[src/rtl/seg_req_arbiter.sv]
// seg_req_arbiter: shares one 7-segment digit among eight requesters.
// A winner is chosen by fixed priority (highest index) or round-robin.
// The winner keeps the grant for a bounded tenure, and its index is shown
// on the digit using active-low segments.
//
// Ports:
//   clk        system clock, rising edge
//   resetn     synchronous active-low reset
//   mode       0 = fixed priority, 1 = round-robin (sampled at arbitration)
//   req[7:0]   level-sensitive request lines
//   gnt[7:0]   one-hot grant (registered)
//   gnt_idx    index of the current or last winner (registered)
//   gnt_valid  high while a grant is active (registered)
//   timeout    one-cycle pulse when a tenure hits MAX_HOLD (registered)
//   seg[7:0]   active-low segment pattern of gnt_idx; 8'hFF when no grant
module seg_req_arbiter #(
  parameter int unsigned MAX_HOLD = 16,  // legal range 1..255
  parameter int unsigned CNT_W    = 8    // must be able to hold MAX_HOLD-1
) (
  input  logic       clk,
  input  logic       resetn,
  input  logic       mode,
  input  logic [7:0] req,
  output logic [7:0] gnt,
  output logic [2:0] gnt_idx,
  output logic       gnt_valid,
  output logic       timeout,
  output logic [7:0] seg
);

  localparam int unsigned N_REQ = 8;
  localparam int unsigned IDX_W = 3;
  localparam logic [CNT_W-1:0] HOLD_LAST = CNT_W'(MAX_HOLD - 1);
  localparam logic [7:0] SEG_BLANK = 8'hFF;

  typedef enum logic [1:0] {
    IDLE  = 2'd0,
    GRANT = 2'd1,
    GAP   = 2'd2
  } state_t;

  state_t           state, state_n;
  logic [IDX_W-1:0] last, last_n;
  logic [CNT_W-1:0] cnt, cnt_n;

  logic [7:0]       gnt_n;
  logic [IDX_W-1:0] gnt_idx_n;
  logic             gnt_valid_n;
  logic             timeout_n;
  logic [7:0]       seg_n;

  logic [IDX_W-1:0] fp_idx;
  logic [IDX_W-1:0] rr_idx;
  logic [IDX_W-1:0] rr_cand;
  logic             rr_hit;
  logic [IDX_W-1:0] win_idx;
  logic             any_req;

  // Active-low segment pattern for one digit 0..7
  function automatic logic [7:0] seg_enc(input logic [IDX_W-1:0] d);
    logic [7:0] p;
    case (d)
      3'd0:    p = 8'b0000_0010;
      3'd1:    p = 8'b1001_1111;
      3'd2:    p = 8'b0010_0101;
      3'd3:    p = 8'b0000_1101;
      3'd4:    p = 8'b1001_1001;
      3'd5:    p = 8'b0100_1001;
      3'd6:    p = 8'b0100_0001;
      default: p = 8'b0001_1111;
    endcase
    return p;
  endfunction

  // Winner selection: highest set index, or first set bit after last
  always_comb begin
    fp_idx  = '0;
    rr_idx  = '0;
    rr_cand = '0;
    rr_hit  = 1'b0;
    for (int i = 0; i < N_REQ; i++) begin
      if (req[i]) fp_idx = IDX_W'(i);
    end
    // k = N_REQ wraps back to last itself, so a lone requester can repeat
    for (int k = 1; k <= N_REQ; k++) begin
      rr_cand = last + IDX_W'(k);
      if (!rr_hit && req[rr_cand]) begin
        rr_idx = rr_cand;
        rr_hit = 1'b1;
      end
    end
    any_req = |req;
    win_idx = mode ? rr_idx : fp_idx;
  end

  // Next state and next registered outputs
  always_comb begin
    state_n     = state;
    last_n      = last;
    cnt_n       = cnt;
    gnt_n       = gnt;
    gnt_idx_n   = gnt_idx;
    gnt_valid_n = gnt_valid;
    timeout_n   = 1'b0;
    seg_n       = seg;

    case (state)
      // GAP's exit edge also arbitrates, so a release costs exactly one
      // cycle without grant before the next winner is shown.
      IDLE, GAP: begin
        if (any_req) begin
          state_n     = GRANT;
          cnt_n       = '0;
          gnt_n       = 8'b1 << win_idx;
          gnt_idx_n   = win_idx;
          gnt_valid_n = 1'b1;
          seg_n       = seg_enc(win_idx);
        end else begin
          state_n     = IDLE;
          gnt_n       = '0;
          gnt_valid_n = 1'b0;
          seg_n       = SEG_BLANK;
        end
      end

      GRANT: begin
        // A dropped request wins over the hold limit, so no timeout then
        if (!req[gnt_idx] || (cnt == HOLD_LAST)) begin
          state_n     = GAP;
          last_n      = gnt_idx;
          gnt_n       = '0;
          gnt_valid_n = 1'b0;
          seg_n       = SEG_BLANK;
          timeout_n   = req[gnt_idx];
        end else begin
          cnt_n = cnt + CNT_W'(1);
        end
      end

      default: begin
        state_n     = IDLE;
        gnt_n       = '0;
        gnt_valid_n = 1'b0;
        seg_n       = SEG_BLANK;
      end
    endcase
  end

  // State and output registers with synchronous reset
  always_ff @(posedge clk) begin
    if (!resetn) begin
      state     <= IDLE;
      last      <= 3'd7;
      cnt       <= '0;
      gnt       <= '0;
      gnt_idx   <= '0;
      gnt_valid <= 1'b0;
      timeout   <= 1'b0;
      seg       <= SEG_BLANK;
    end else begin
      state     <= state_n;
      last      <= last_n;
      cnt       <= cnt_n;
      gnt       <= gnt_n;
      gnt_idx   <= gnt_idx_n;
      gnt_valid <= gnt_valid_n;
      timeout   <= timeout_n;
      seg       <= seg_n;
    end
  end

endmodule

[config.mk]
export PLATFORM = sky130hd
export DESIGN_NAME = seg_req_arbiter
export DESIGN_NICKNAME = d
export VERILOG_FILES = /design/src/rtl/seg_req_arbiter.sv
export SDC_FILE = /design/constraint.sdc
export NUM_CORES = 1
export LEC_CHECK = 0
export CAP_MARGIN = 20
export CORE_ASPECT_RATIO = 1.1
export CORE_MARGIN = 3
export CORE_UTILIZATION = 55
export CTS_CLUSTER_DIAMETER = 200
export DETAILED_ROUTE_END_ITERATION = 12
export PLACE_DENSITY = 0.81
export SYNTH_ARGS = -nofsm -noshare
export SYNTH_HDL_FRONTEND = slang
export SYNTH_SLANG_ARGS = --single-unit
[constraint.sdc]
create_clock -name clk -period 5.06 [get_ports clk]
set_input_delay 0.759 -clock clk [delete_from_list [all_inputs] [get_ports clk]]
set_output_delay 0.759 -clock clk [all_outputs]
set_load 0.01 [all_outputs]
==> results_dict.tcl <==
set metrics [dict create \
    synth.top_cells.by_count "dfxtp_1 (34), nor2_1 (28), nand2_1 (25)" \
    yosysMostFrequentCell "dfxtp_1" \
    cts_root_buf "clkbuf_8" \
    worstSetupPathType "primary input to flip-flop" \
    synth_fp_nets 306 \
    arrival_ns 4.11 \
    ant_nets 0 \
    seqPwrFrac_pct 27.8 \
    postCtsSetupRepairBufs 0 \
    numPortBuffers 31 \
    fin_crit_ns 3.915 \
    cpLargestDelayFamily "compound AO/OA/AOI/OAI gates" \
    fillCellCount 353 \
    cts_resized 0 \
    vias 2319 \
    cellPowerDensity_nw_per_um2 398.1 \
    synth_flop_cell "dfxtp_1" \
    finalMaxSlewViolations 0 \
    internal_power_uw 755.9 \
    overflow 0 \
    syn-instance-count 292 \
    clock.fmax_mhz 255.4 \
    endpoint "seg[7]$_SDFFE_PN1P_" \
    maxSlewHeadroom_pct 40.13 \
    fin_tns_setup_ns 0 \
    ff_latch_area_um2 680.7 \
    pwr-share-comb_pct 46.7 \
    synthXorXnorAreaFrac_pct 4.717 \
    n_antenna_cell 0 \
    outcome "completed" \
    synth_area_leaders "dfxtp_1 (27%), mux4_2 (9.7%), mux2i_1 (6.7%)" \
    reg2reg_to "seg[7]$_SDFFE_PN1P_" \
    drc 0 \
    worst-path-stages 10 \
    dr.pass1.iters 5 \
    drtIter0Drc 195 \
    cts_inserted_buffers 5 \
    htreeDepth 2 \
    r2r_start "last[0]$_SDFFE_PN1P_" \
    max-vdd-ir-drop_v 0.0002782 \
    cts.sinks 34 \
    place_hpwl_mm 4.334 \
    synth_fa_ha_area_share_pct 1.916 \
    async_flop_share_pct 0 \
    synth_top_family_by_area "simple AND/OR/NAND/NOR gates" \
    initial_core_util_pct 58.14 \
    vias_per_cell 6.319 \
    cpMostUsedCell "nand2b_1" \
    cap_violations 0 \
    tightest_slew_ns 0.8962 \
    grt_start_max_net_pins 35 \
    min_from "gnt[4]$_SDFFE_PN0P_" \
    die_area_um2 5483 \
    rsz0062_at_grt "false" \
    r2r_cells 11 \
    clk_pin_slew_ns 0.08 \
    synth_top_cell_area_share_pct 26.73 \
    synth-edff-count 0 \
    grt_pass1_vias 2136 \
    syn2layout_area_growth_pct 16.90 \
    switchingPower_uw 429.2 \
    syn_area_per_cell_um2 8.720 \
    path_buf_inv 1 \
    leakage_nw 1.117 \
    die_h_um 77.36 \
    start_kind "primary input" \
    yosysUniqueCellTypes 67 \
    die_w_um 70.88 \
    rrSetupSlack_ns 1.18 \
    hold_class "flip-flop to flip-flop" \
    avgRoutedWirePerCell_um 16.41 \
    synth-simple-area-share_pct 22.95 \
    final_net_count 326 \
    gp_congestion 0.8675 \
    crit_chain "clkdlybuf4s50_1 > mux4_2 > mux2_2 > nand2b_1 > nor4_4 > a221oi_1 > o31ai_2 > nand2b_1 > a21oi_1 > nor2_1" \
    antenna_found_initial 0 \
    hold_buffers 0 \
    core-area_um2 4379 \
    slowest_delay_ns 0.72 \
    swShare_pct 36.22 \
    worst_setup_path_end_kind "flip-flop" \
    syn_area_um2 2546 \
    hold_viol 0 \
    synth_seq_cells 34 \
    clkPwrFrac_pct 25.5 \
    ys_warn_count 0 \
    cp_max_fo 12 \
    crit_start "req[5]" \
    insertion_delay_ns 0.29 \
    drive_above_1_share_pct 13.10 \
    cts_tree "yes" \
    fin_skew_ns 0.01220 \
    setup_viol 0 \
    crit_path_top_delay_cell "o31ai_2" \
    seq_area_frac_synth_pct 26.73 \
    grt_usage_pct 23.42 \
    period_share_pct 77.37 \
    synth_top_area_cell "dfxtp_1" \
    synth_compound_area_share_pct 18.62 \
    io_pins 32 \
    whs_ns 0.4511 \
    routed_wl_mm 6.024 \
    multi_input_area_um2 1713 \
    clockBufferDepth 2 \
    cp.required_ns 5.25 \
    total_power_mw 1.185 \
    synthMuxAreaShare_pct 19.07 \
    rows 25 \
    grt_pass1_wl_mm 10.44 \
]
[layout make-up]
cell class                      count  share of cell area [%]
Multi-Input combinational cell    226                   57.55
Sequential cell                    34                   22.87
Timing Repair Buffer               35                   11.43
Clock buffer                        5                   2.312
Clock inverter                      3                   2.312
Tap cell                           54                   2.270
Inverter                           10                   1.261
[layout by cell type (no fill, tap or decap), types with 2 or more instances in the layout]
master           count
a211oi_1             2
a21oi_1              9
a221oi_1             3
a222oi_1             2
a31o_1               2
a31oi_1              4
and2_1               9
and3_1               5
buf_4                4
bufinv_16            2
clkbuf_8             5
clkdlybuf4s50_1     31
dfxtp_1             34
ha_1                 3
inv_1                9
mux2_2               5
mux2i_1             17
mux4_2              11
nand2_1             25
nand2b_1             7
nand3_1             10
nor2_1              28
nor2b_1              7
nor3_1               6
nor3b_1              2
nor4_1               2
o211ai_1             3
o21a_1               3
o21ai_0              7
o21ai_1              7
o31ai_1              2
o31ai_2              2
o32a_1               2
xnor2_1              5
xor2_1               5
xor2_2               2
[sequential cells by signal, summed over array words and instances, names as in the netlist]
name,count
cnt,8
gnt_idx,3
seg,8
gnt,8
gnt_valid,1
last,3
state,2
timeout,1
[layer usage]
metal	track usage, %	up-vias	part of all wire (%)
li1	-	1109	-
met1	33.55	1110	44
met2	36.92	88	48
met3	4.663	12	6.6
met4	4.323	0	1.1
met5	0	-	0
[tightest hold or removal path: stages, from the launching register on]
cell and delay, ns:
dfxtp_1 0.31, nand2_1 0.05, o21ai_1 0.05
[power groups by stage]
stage / Combinational (mW) / Sequential (mW) / Clock (mW)
2_1_floorplan: 0.411 / 0.339 / 0
3_3_place_gp: 0.538 / 0.334 / 0
3_5_place_dp: 0.544 / 0.335 / 0
4_1_cts: 0.548 / 0.329 / 0.302
5_1_grt: 0.601 / 0.333 / 0.318
6_report: 0.554 / 0.329 / 0.302
[worst min-delay path by stage]
stage                                      to  slack, ns  depth (start not counted)
after global routing      gnt[4]$_SDFFE_PN0P_       0.48                          2
after detailed placement  gnt[4]$_SDFFE_PN0P_       0.44                          2
after global placement    gnt[7]$_SDFFE_PN0P_       0.44                          2
after floorplan           cnt[1]$_SDFFE_PN0P_       0.46                          2
after CTS                 gnt[4]$_SDFFE_PN0P_       0.45                          2
final                     gnt[4]$_SDFFE_PN0P_       0.45                          2
[logic make-up after synthesis]
logic type | after synthesis
multiplexers | 34
AND/OR/NAND/NOR | 113
buffers and inverters | 32
flip-flops | 34
AO/OA/AOI/OAI | 63
XOR/XNOR | 12
adder cells (fa/ha/maj) | 4
[metrics by stage]
step	utilization (%)	cells	worst slack [ns]	cell area, um2
2_1_floorplan	-	292	1.412	2546
3_3_place_gp	64.66	358	0.9803	2831
3_5_place_dp	64.66	358	0.8625	2831
4_1_cts	67.80	366	1.164	2969
5_1_grt	67.97	367	0.8711	2977
6_report	67.97	367	1.145	2977
No activity file was read; power rests on OpenSTA's default activity.
